File: config.mk
export PLATFORM = sky130hd
export DESIGN_NAME = alu_issue_ctrl_flat
export DESIGN_NICKNAME = d
export VERILOG_FILES = /design/src/rtl/alu_issue_if.sv /design/src/rtl/alu_issue_ctrl.sv /design/src/flat_wrapper.sv
export SDC_FILE = /design/constraint.sdc
export NUM_CORES = 1
export LEC_CHECK = 0
export CAP_MARGIN = 5
export CORE_MARGIN = 2
export CORE_UTILIZATION = 35
export DETAILED_ROUTE_END_ITERATION = 10
export PLACE_DENSITY = 0.67
export SYNTH_ARGS = -nofsm -noshare
export SYNTH_HDL_FRONTEND = slang
export SYNTH_SLANG_ARGS = --single-unit
File: constraint.sdc
create_clock -name clk -period 2 [get_ports clk]
set_input_delay 0.3 -clock clk [delete_from_list [all_inputs] [get_ports clk]]
set_output_delay 0.3 -clock clk [all_outputs]
set_load 0.1 [all_outputs]
File: src/rtl/alu_issue_if.sv
// Issue / ALU / result / debug signal bundle for alu_issue_ctrl.
// The slave side is the sequencer; the master side is the upstream issuer plus the ALU.
interface alu_issue_if;
    localparam int unsigned DW = 32;
    localparam int unsigned AW = 3;
    localparam int unsigned FW = 3;

    logic          in_valid;
    logic          in_ready;
    logic [FW-1:0] in_op;
    logic [AW-1:0] in_rd;
    logic [AW-1:0] in_rs1;
    logic [AW-1:0] in_rs2;
    logic          in_imm_en;
    logic [DW-1:0] in_imm;

    logic [FW-1:0] alu_f;
    logic [DW-1:0] alu_a;
    logic [DW-1:0] alu_b;
    logic [DW-1:0] alu_r;

    logic          out_valid;
    logic [AW-1:0] out_rd;
    logic [DW-1:0] out_data;
    logic          out_zero;
    logic          out_neg;

    logic [AW-1:0] dbg_addr;
    logic [DW-1:0] dbg_data;

    modport master (
        output in_valid, in_op, in_rd, in_rs1, in_rs2, in_imm_en, in_imm,
        output alu_r, dbg_addr,
        input  in_ready, alu_f, alu_a, alu_b,
        input  out_valid, out_rd, out_data, out_zero, out_neg, dbg_data
    );

    modport slave (
        input  in_valid, in_op, in_rd, in_rs1, in_rs2, in_imm_en, in_imm,
        input  alu_r, dbg_addr,
        output in_ready, alu_f, alu_a, alu_b,
        output out_valid, out_rd, out_data, out_zero, out_neg, dbg_data
    );
endinterface

File: src/rtl/alu_issue_ctrl.sv
// Single-issue sequencer in front of a combinational 32-bit ALU: reads an 8x32
// register file, drives F/A/B, captures R and writes it back with zero/neg flags.
module alu_issue_ctrl (
    input  logic       clk,
    input  logic       rst,
    alu_issue_if.slave bus
);
    localparam int unsigned DW   = 32;
    localparam int unsigned AW   = 3;
    localparam int unsigned FW   = 3;
    localparam int unsigned NREG = 8;

    typedef enum logic [1:0] {
        IDLE = 2'd0,
        READ = 2'd1,
        EXEC = 2'd2,
        WB   = 2'd3
    } state_e;

    typedef struct packed {
        logic [FW-1:0] op;
        logic [AW-1:0] rd;
        logic [AW-1:0] rs1;
        logic [AW-1:0] rs2;
        logic          imm_en;
        logic [DW-1:0] imm;
    } instr_t;

    state_e        state_q, state_d;
    logic          ready_c;
    logic          valid_c;
    logic          accept_c;
    logic          wb_en_c;

    instr_t        instr_q, instr_d;
    logic [DW-1:0] rf_q [NREG];

    logic [FW-1:0] alu_f_q, alu_f_d;
    logic [DW-1:0] alu_a_q, alu_a_d;
    logic [DW-1:0] alu_b_q, alu_b_d;

    logic [AW-1:0] out_rd_q, out_rd_d;
    logic [DW-1:0] out_data_q, out_data_d;
    logic          out_zero_q, out_zero_d;
    logic          out_neg_q, out_neg_d;

    // FSM state register
    always_ff @(posedge clk) begin
        if (rst) begin
            state_q <= IDLE;
        end else begin
            state_q <= state_d;
        end
    end

    // FSM next state: one instruction walks READ -> EXEC -> WB; WB may take the next one
    always_comb begin
        state_d = state_q;
        unique case (state_q)
            IDLE:    if (accept_c) state_d = READ;
            READ:    state_d = EXEC;
            EXEC:    state_d = WB;
            WB:      state_d = accept_c ? READ : IDLE;
            default: state_d = IDLE;
        endcase
    end

    // FSM outputs: ready is suppressed while reset is asserted so a coincident offer is dropped
    always_comb begin
        ready_c = 1'b0;
        valid_c = 1'b0;
        unique case (state_q)
            IDLE: begin
                ready_c = ~rst;
            end
            WB: begin
                ready_c = ~rst;
                valid_c = 1'b1;
            end
            default: begin
                ready_c = 1'b0;
                valid_c = 1'b0;
            end
        endcase
    end

    assign accept_c = bus.in_valid & ready_c;
    assign wb_en_c  = (state_q == WB) && (out_rd_q != '0);

    // Datapath next values; everything holds unless its stage is active
    always_comb begin
        instr_d    = instr_q;
        alu_f_d    = alu_f_q;
        alu_a_d    = alu_a_q;
        alu_b_d    = alu_b_q;
        out_rd_d   = out_rd_q;
        out_data_d = out_data_q;
        out_zero_d = out_zero_q;
        out_neg_d  = out_neg_q;

        if (accept_c) begin
            instr_d = '{op:     bus.in_op,
                        rd:     bus.in_rd,
                        rs1:    bus.in_rs1,
                        rs2:    bus.in_rs2,
                        imm_en: bus.in_imm_en,
                        imm:    bus.in_imm};
        end

        if (state_q == READ) begin
            alu_f_d = instr_q.op;
            alu_a_d = instr_q.imm_en ? instr_q.imm : rf_q[instr_q.rs1];
            alu_b_d = rf_q[instr_q.rs2];
        end

        if (state_q == EXEC) begin
            out_data_d = bus.alu_r;
            out_rd_d   = instr_q.rd;
            out_zero_d = (bus.alu_r == '0);
            out_neg_d  = bus.alu_r[DW-1];
        end
    end

    // Datapath registers; r0 is never written so it always reads as zero
    always_ff @(posedge clk) begin
        if (rst) begin
            instr_q    <= '0;
            alu_f_q    <= '0;
            alu_a_q    <= '0;
            alu_b_q    <= '0;
            out_rd_q   <= '0;
            out_data_q <= '0;
            out_zero_q <= 1'b0;
            out_neg_q  <= 1'b0;
            for (int unsigned i = 0; i < NREG; i++) begin
                rf_q[AW'(i)] <= '0;
            end
        end else begin
            instr_q    <= instr_d;
            alu_f_q    <= alu_f_d;
            alu_a_q    <= alu_a_d;
            alu_b_q    <= alu_b_d;
            out_rd_q   <= out_rd_d;
            out_data_q <= out_data_d;
            out_zero_q <= out_zero_d;
            out_neg_q  <= out_neg_d;
            if (wb_en_c) begin
                rf_q[out_rd_q] <= out_data_q;
            end
        end
    end

    assign bus.in_ready  = ready_c;
    assign bus.out_valid = valid_c;
    assign bus.alu_f     = alu_f_q;
    assign bus.alu_a     = alu_a_q;
    assign bus.alu_b     = alu_b_q;
    assign bus.out_rd    = out_rd_q;
    assign bus.out_data  = out_data_q;
    assign bus.out_zero  = out_zero_q;
    assign bus.out_neg   = out_neg_q;
    assign bus.dbg_data  = rf_q[bus.dbg_addr];

endmodule

File: src/flat_wrapper.sv
// flat-port wrapper written by rule: the top's interface ports become plain ports
module alu_issue_ctrl_flat 
  (clk, rst, bus_in_valid, bus_in_op, bus_in_rd, bus_in_rs1, bus_in_rs2, bus_in_imm_en, bus_in_imm, bus_alu_r, bus_dbg_addr, bus_in_ready, bus_alu_f, bus_alu_a, bus_alu_b, bus_out_valid, bus_out_rd, bus_out_data, bus_out_zero, bus_out_neg, bus_dbg_data);
  alu_issue_if bus_i ();
  input  logic clk;
  input  logic rst;
  input wire logic [$bits(bus_i.in_valid)-1:0] bus_in_valid;
  input wire logic [$bits(bus_i.in_op)-1:0] bus_in_op;
  input wire logic [$bits(bus_i.in_rd)-1:0] bus_in_rd;
  input wire logic [$bits(bus_i.in_rs1)-1:0] bus_in_rs1;
  input wire logic [$bits(bus_i.in_rs2)-1:0] bus_in_rs2;
  input wire logic [$bits(bus_i.in_imm_en)-1:0] bus_in_imm_en;
  input wire logic [$bits(bus_i.in_imm)-1:0] bus_in_imm;
  input wire logic [$bits(bus_i.alu_r)-1:0] bus_alu_r;
  input wire logic [$bits(bus_i.dbg_addr)-1:0] bus_dbg_addr;
  output wire logic [$bits(bus_i.in_ready)-1:0] bus_in_ready;
  output wire logic [$bits(bus_i.alu_f)-1:0] bus_alu_f;
  output wire logic [$bits(bus_i.alu_a)-1:0] bus_alu_a;
  output wire logic [$bits(bus_i.alu_b)-1:0] bus_alu_b;
  output wire logic [$bits(bus_i.out_valid)-1:0] bus_out_valid;
  output wire logic [$bits(bus_i.out_rd)-1:0] bus_out_rd;
  output wire logic [$bits(bus_i.out_data)-1:0] bus_out_data;
  output wire logic [$bits(bus_i.out_zero)-1:0] bus_out_zero;
  output wire logic [$bits(bus_i.out_neg)-1:0] bus_out_neg;
  output wire logic [$bits(bus_i.dbg_data)-1:0] bus_dbg_data;
  assign bus_i.in_valid = bus_in_valid;
  assign bus_i.in_op = bus_in_op;
  assign bus_i.in_rd = bus_in_rd;
  assign bus_i.in_rs1 = bus_in_rs1;
  assign bus_i.in_rs2 = bus_in_rs2;
  assign bus_i.in_imm_en = bus_in_imm_en;
  assign bus_i.in_imm = bus_in_imm;
  assign bus_i.alu_r = bus_alu_r;
  assign bus_i.dbg_addr = bus_dbg_addr;
  assign bus_in_ready = bus_i.in_ready;
  assign bus_alu_f = bus_i.alu_f;
  assign bus_alu_a = bus_i.alu_a;
  assign bus_alu_b = bus_i.alu_b;
  assign bus_out_valid = bus_i.out_valid;
  assign bus_out_rd = bus_i.out_rd;
  assign bus_out_data = bus_i.out_data;
  assign bus_out_zero = bus_i.out_zero;
  assign bus_out_neg = bus_i.out_neg;
  assign bus_dbg_data = bus_i.dbg_data;
  alu_issue_ctrl u_core (.clk(clk), .rst(rst), .bus(bus_i));
endmodule
After elaboration in Yosys (flattened, before gate mapping)

Memories as Yosys holds them, arrays and structs flattened. A register that Yosys moved wholly into a read port is not among the register bits.
Cells that the tools add are included.

Flip-flop bits (word level): 119
Output and inout bits: 138
Bits in writable memories: 256
Word-level logic and storage cells: 42
Input bits: 83
Memories kept: 1

Memory list:

| name        | depth | width | read ports | clocked after memory_dff | write ports | RTL line             | source |
|---|---|---|---|---|---|---|---|
| u_core.rf_q | 8     | 32    | 3          | 2                        | 8           | alu_issue_ctrl.sv:36 | `logic [DW-1:0] rf_q [NREG];` |

Bitwise gates (word level): 2
Equality and inequality tests: 4
Reductions and logical operators: 6
Multiplexer cells: 16

Operators by type and width:

| kind               | count |
|---|---|
| $mux 32            | 2 |
| $logic_not 32->1   | 1 |
| $reduce_or 32->1   | 1 |
| $mux 1             | 9 |
| $mux 3             | 3 |
| $pmux 2 s4         | 1 |
| $eq 2x2->1 const B | 2 |
| $reduce_bool 3->1  | 1 |
| $eq 2x1->1 const B | 1 |
| $logic_not 2->1    | 1 |
| $mux 2             | 1 |
| $ne 2x1->1 const B | 1 |
| $reduce_or 2->1    | 1 |
| $and 1x1->1        | 1 |
| $logic_and 1x1->1  | 1 |
| $not 1->1          | 1 |

Longest topological paths before layout

Gate-level depths: netlist of run 1.

Depth in word-level cells: 7
Depth in mapped cells: 8
Depth with buffers taken out: 6

Least setup slack after synthesis of run 1

No wires, ideal clock.

Path type: reg-to-reg
From: register u_core.state_q[0]
To: memory u_core.rf_q[5][0], enable pin
Cell stages (with the launch flop): 5
Path slack: -0.723 ns
Clock period less this slack: 2.723 ns
Arrival time: 2.348 ns
Library setup time: 0.375 ns
Required time: 1.625 ns
Path buffers: 0
Cell sequence: dfxtp_1 > ha_1 > or3b_4 > nor2_4 > or2_2

RTL lines:

| item                     | RTL line             | source |
|---|---|---|
| start: declaration       | alu_issue_ctrl.sv:29 | `state_e state_q, state_d;` |
| start signal: assignment | alu_issue_ctrl.sv:52 | `state_q <= state_d;` |
| end: declaration         | alu_issue_ctrl.sv:36 |  |

==> impl_metrics.json, run 1 <==
{
  "clockBufferDepth": 3,
  "routed_wl_mm": 67.6,
  "hpwl_mm": 43.3,
  "drv_slew": 0,
  "n_fill_cell": 5098,
  "power.density_nw_per_um2": 928,
  "layout-drive-gt1-share": 0.307,
  "ys_ff_latch": 409,
  "required_ns": 1.70,
  "tightest_slew_ns": 0.817,
  "cp-start-kind": "register",
  "post_synth.cell_area_avg_um2": 12.7,
  "violations": "negative setup slack",
  "drc": 0,
  "skew_ns": 0.0151,
  "place_congestion": 0.818,
  "detail_route.vias_per_cell": 5.47,
  "hp-class": "in2reg",
  "drt_iter0_markers": 1370,
  "dieArea_um2": 60800,
  "final.min_clock_period_ns": 2.30,
  "grt_use_total": 0.220,
  "synth.largest_area_cell": "edfxtp_1",
  "final_hold_viol_count": 0,
  "timing.final.crit_share": 1.15,
  "worstSetupEndpointType": "primary output",
  "setup_slack_ns": -0.300,
  "yosysMostFrequentCell": "edfxtp_1",
  "grt_pass1_wl_mm": 99.0,
  "critPathMaxStageDelay_ns": 0.47,
  "antenna_found_initial": 0,
  "dieWidth_um": 247,
  "drtPass1Iterations": 5,
  "synth_area_leaders": "edfxtp_1, dfxtp_1, mux4_2, mux2i_1, and2_1",
  "vias": 15258,
  "setup.worst_path.class": "reg2out",
  "grt-ovfl-total": 0,
  "seq_area_frac_synth": 0.522,
  "wl_per_cell_um": 24.2,
  "final-setup-viol-count": 32,
  "synth_top_area_share": 0.373,
  "row_count": 88,
  "rsz0062_at_grt": "true",
  "io_pins": 221,
  "portBuffers": 220,
  "path_cells": "mux4_2, mux2_4, buf_12",
  "crit_fanout": 3,
  "ys_types": 37,
  "grt_pass1_vias": 15730,
  "vdd_drop_max_mv": 0.592,
  "cts.hold.buffers_added": 0,
  "syn_area_um2": 20600,
  "ys_async_sr_fraction": 0,
  "synth_common_cells": "edfxtp_1, and2_1, mux2i_1",
  "grt_max_degree": 84,
  "numCtsBuffers": 44,
  "antenna_left": 0,
  "syn_inst": 1616,
  "total_power_mw": 25.4,
  "nets": 2079,
  "insertion_delay_ns": 0.58,
  "synthFlopType": "edfxtp_1",
  "status": "complete, but fails checks",
  "core_area_um2": 57900,
  "htree_levels": 2,
  "fmax_mhz": 435,
  "worstPathArrival_ns": 2.00,
  "cts_tree": "done",
  "critPathSlowestCell": "mux4_2",
  "synth_enable_flop_cells": 256,
  "start_util": 0.355,
  "diodes": 0,
  "yosys_warnings": 0,
  "p_leak_nw": 10.2,
  "clock_sinks": 409,
  "drv_cap": 0,
  "setup_tns_ns": -8.28,
  "area_growth_pct": 32.7,
  "relSlewSlack": 0.455,
  "clk_pin_slew_ns": 0.06,
  "die_h_um": 247,
  "clockRootBuffer": "clkbuf_16"
}
-- sequential cells by signal, summed over array words and instances, names as in the netlist, named ones only --
name	cells
u_core.bus.alu_a	32
u_core.bus.alu_b	32
u_core.bus.alu_f	3
u_core.bus.out_data	31
u_core.bus.out_neg	1
u_core.bus.out_rd	3
u_core.bus.out_zero	1
u_core.instr_q	45
u_core.rf_q	256
u_core.state_q	2
-- per-layer routing --
metal | vias to the layer above | global-route usage | wire length [µm]
met5 | - | 0 | 0
li1 | 6757 | - | -
met4 | 0 | 0.0881 | 2210
met3 | 166 | 0.0352 | 5600
met2 | 760 | 0.359 | 32100
met1 | 7575 | 0.293 | 27700
-- area by class of cell --
type                    instances  area [µm²]  area share
clock buffers                  59        1230      0.0450
multi-input cells            1098        9480       0.347
inverters                       3        11.3    0.000412
repair buffers                436        4670       0.171
well taps                     765         957      0.0350
flip-flops and latches        409       10800       0.394
clock inverters                21         218     0.00797
-- cells in the final DEF (no fill, tap or decap), types with 3 or more instances in the layout --
master | synthesis | routed
nor2_2 | 0 | 4
ha_4 | 0 | 3
buf_4 | 7 | 259
nor2_1 | 78 | 73
clkbuf_1 | 70 | 9
nand2_1 | 81 | 81
dfxtp_2 | 0 | 6
clkbuf_16 | 0 | 45
mux2i_1 | 166 | 166
edfxtp_1 | 256 | 256
nor3_1 | 32 | 32
mux4_2 | 128 | 128
clkbuf_8 | 0 | 5
o22ai_1 | 64 | 64
conb_1 | 1 | 32
a22oi_1 | 65 | 65
dfxtp_1 | 153 | 145
nor2_4 | 3 | 4
nor4_1 | 6 | 6
buf_12 | 0 | 96
nor2b_1 | 35 | 33
o21ai_0 | 46 | 46
clkinv_2 | 0 | 10
nand2b_1 | 48 | 48
and2_1 | 226 | 226
bufinv_16 | 0 | 4
a21oi_1 | 34 | 34
inv_6 | 0 | 3
or2_4 | 0 | 7
mux2_4 | 0 | 32
clkdlybuf4s50_1 | 0 | 78
-- path summary, 6_finish.rpt --
path | from | end | slack, ns | cells past startpoint
hold / removal | rst | u_core.bus.out_neg | 0.24 | 3
setup reg to reg | u_core.state_q[1] | u_core.bus.out_zero | 0.04 | 7
setup / recovery | u_core.rf_q[1][0] | bus_dbg_data[0] | -0.30 | 3
hold reg to reg | u_core.bus.alu_b[27] | u_core.bus.alu_b[27] | 0.48 | 2
-- power by group --
part           switching (mW)  internal (mW)
Clock                    3.43           4.84
Combinational            4.55           2.54
Sequential              0.481           9.52
Total                    8.45           16.9
-- per-stage QoR --
step	hold slack [ns]	instances	util	setup WS, ns	cell area (µm²)
after floorplan	0.409	1647	-	0.0183	20700
after global placement	0.462	2586	0.428	-0.476	24800
final	0.235	2791	0.472	-0.300	27300
after detailed placement	0.465	2586	0.428	-0.500	24800
after global routing	0.251	2791	0.472	-0.343	27300
after CTS	0.193	2766	0.468	-0.307	27100
-- critical path: cells and delay by family, from the launching register on --
kind,cells,cell delay (ns)
multiplexers,2,0.80
flip-flops,1,0.43
buffers and inverters,1,0.18
-- cell families after synthesis --
logic type / Yosys count / share of synthesized area
compound gates: 211 / 0.0632
fa+ha+maj: 4 / 0.00243
buf+inv: 140 / 0.0340
flops: 409 / 0.522
mux: 326 / 0.238
other cells: 1 / 0.000182
simple gates: 525 / 0.140
-- timing repair --
action                                  4_1_cts  5_1_grt
buffers inserted                            100       25
endpoints found under the setup margin       34       34
resized for setup                            35        2
Power figures use the tool's default switching activity.
==> run 2, diff against run 1 <==
Settings changed: ABC_AREA set to 1.
==> impl_metrics.json, run 2 <==
{
  "crit_fanout": 2,
  "fmax_mhz": 493,
  "syn_inst": 2782,
  "tightest_slew_ns": 0.786,
  "top_regs": "u_core.rf_q (256), u_core.instr_q (45)",
  "dp_cells": 3676,
  "required_ns": 1.70,
  "yosysMostFrequentCell": "nand2_1",
  "numCtsBuffers": 44,
  "hpwl_mm": 47.7,
  "cp-start-kind": "register",
  "drt_iter0_markers": 2383,
  "dieWidth_um": 251,
  "final_core_util": 0.444,
  "route.met2.wl_mm": 36.7,
  "setup_slack_ns": -0.0302,
  "final_cell_count_no_fill": 3794,
  "nets": 3063,
  "reg2reg_from": "u_core.rf_q[1][6]",
  "seq_area_frac_synth": 0.505,
  "clock_sinks": 409,
  "drc": 0,
  "grt_max_degree": 96,
  "wl_per_cell_um": 20.1,
  "vias": 20401,
  "synth_common_cells": "nand2_1, nor2_1, o21ai_0",
  "cp_top_family": "compound AO/OA/AOI/OAI gates",
  "total_power_mw": 34.4,
  "ys_types": 26,
  "post_synth.cell_area_avg_um2": 7.66,
  "drtPass1Iterations": 7,
  "yosys_warnings": 0,
  "final_hold_viol_count": 0,
  "antenna_found_initial": 0,
  "clockRootBuffer": "clkbuf_16",
  "synthFlopType": "edfxtp_1",
  "critPathBufInv": 2,
  "synth_enable_flop_cells": 256,
  "vdd_drop_max_mv": 0.691,
  "final_common_cell": "nand2_1",
  "insertion_delay_ns": 0.59,
  "power.density_nw_per_um2": 1290,
  "ys_ff_latch": 409,
  "p_leak_nw": 10.5,
  "grt_pass1_wl_mm": 114,
  "r2r_setup_slack_ns": 0.08,
  "cts_tree": "done",
  "violations": "negative setup slack",
  "die_h_um": 251,
  "met3_wirelength_mm": 5.97,
  "critPathMaxStageDelay_ns": 0.41,
  "grt_pass1_vias": 19073,
  "worstSetupEndpointType": "primary output",
  "status": "complete, but fails checks",
  "grt_use_total": 0.236,
  "detail_route.vias_per_cell": 5.38,
  "drv_cap": 0,
  "io_pins": 221,
  "synth.largest_area_cell": "edfxtp_1",
  "skew_ns": 0.0177,
  "largest_register": "u_core.rf_q",
  "min_from": "bus_in_imm[22]",
  "diodes": 0,
  "hp-class": "in2reg",
  "startpoint": "u_core.rf_q[1][6]",
  "path_cells": "inv_2, a21oi_1, o21ai_0, o21ai_1, o21a_2, buf_12",
  "dieArea_um2": 62900,
  "clk_pin_slew_ns": 0.07,
  "ys_async_sr_fraction": 0,
  "portBuffers": 220,
  "setup_tns_ns": -0.0817,
  "htree_levels": 2,
  "place_congestion": 0.856,
  "row_count": 90,
  "antenna_left": 0,
  "final_cell_mix": "nand2_1, nor2_1, nand3_1, o21ai_0, edfxtp_1",
  "worstPathArrival_ns": 1.73,
  "final-setup-viol-count": 5,
  "rsz0062_at_grt": "true",
  "clockBufferDepth": 3,
  "synth_area_leaders": "edfxtp_1, dfxtp_1, nand2_1, o21ai_0, nand3_1",
  "relSlewSlack": 0.476,
  "area_growth_pct": 25.5,
  "start_util": 0.354,
  "setup.worst_path.class": "reg2out",
  "core_area_um2": 60200,
  "final.min_clock_period_ns": 2.03,
  "largest_reg_flops": 256,
  "layout-drive-gt1-share": 0.158,
  "routed_wl_mm": 76.1,
  "syn_area_um2": 21300,
  "timing.final.crit_share": 1.02,
  "met1Wirelength_mm": 28.7,
  "synth_top_area_share": 0.361,
  "top_layer": "met4",
  "critPathSlowestCell": "edfxtp_1",
  "drv_slew": 0,
  "grt-ovfl-total": 0
}
==> run 2: final timing paths <==
kind | endpoint | depth (start not counted)
setup reg to reg | u_core.bus.alu_b[6] | 14
setup / recovery | bus_dbg_data[6] | 6
hold reg to reg | u_core.instr_q[43] | 2
hold / removal | u_core.instr_q[22] | 3
==> run 2: what timing repair did <==
action | 4_1_cts | 5_1_grt
gates resized for setup | 14 | 111
hold buffers | 0 | 0
pin swaps | 7 | 34
setup endpoints to repair | 8 | 35
buffers inserted | 15 | 22
==> run 2: worst reg2reg max path: cells and delay by family, from the launching register on <==
kind | cells | cell delay, ns
DFF | 1 | 0.37
AOI/OAI and AO/OA | 2 | 0.21
buffers and inverters | 9 | 1.02
and+or+nand+nor | 3 | 0.27
==> run 2: logic make-up after synthesis <==
group	after synthesis	share of synthesized area
and+or+nand+nor	1389	0.269
buffers and inverters	363	0.0729
adders and majority gates	4	0.00235
AOI/OAI and AO/OA	616	0.151
DFF	409	0.505
other	1	0.000176
==> run 2: power by group <==
group          total, mW  internal, mW  switching [mW]
registers           10.9          10.1           0.792
clock network       8.45          4.91            3.54
logic               15.0          3.56            11.4
==> run 2: cell type report <==
cell class,instances,area [µm²]
Sequential cell,409,10800
Fill cell,5885,33500
Tap cell,782,978
Clock inverter,23,236
Clock buffer,59,1240
Inverter,143,542
Timing Repair Buffer,337,3570
Multi-Input combinational cell,2041,9380
==> run 2: routing by layer <==
metal / up-vias / global-route usage
met1: 9487 / 0.289
met2: 1008 / 0.398
met3: 229 / 0.0304
met4: 0 / 0.143
met5: - / 0
li1: 9677 / -
==> run 2: stage by stage <==
step | setup slack, ns | hold WS, ns | cell area, µm²
floorplan | 0.00520 | 0.362 | 21600
CTS | -0.0365 | 0.247 | 26500
global placement | 0.113 | 0.444 | 24900
global route | -0.107 | 0.261 | 26700
detailed placement | 0.100 | 0.448 | 24900
finish | -0.0302 | 0.258 | 26700
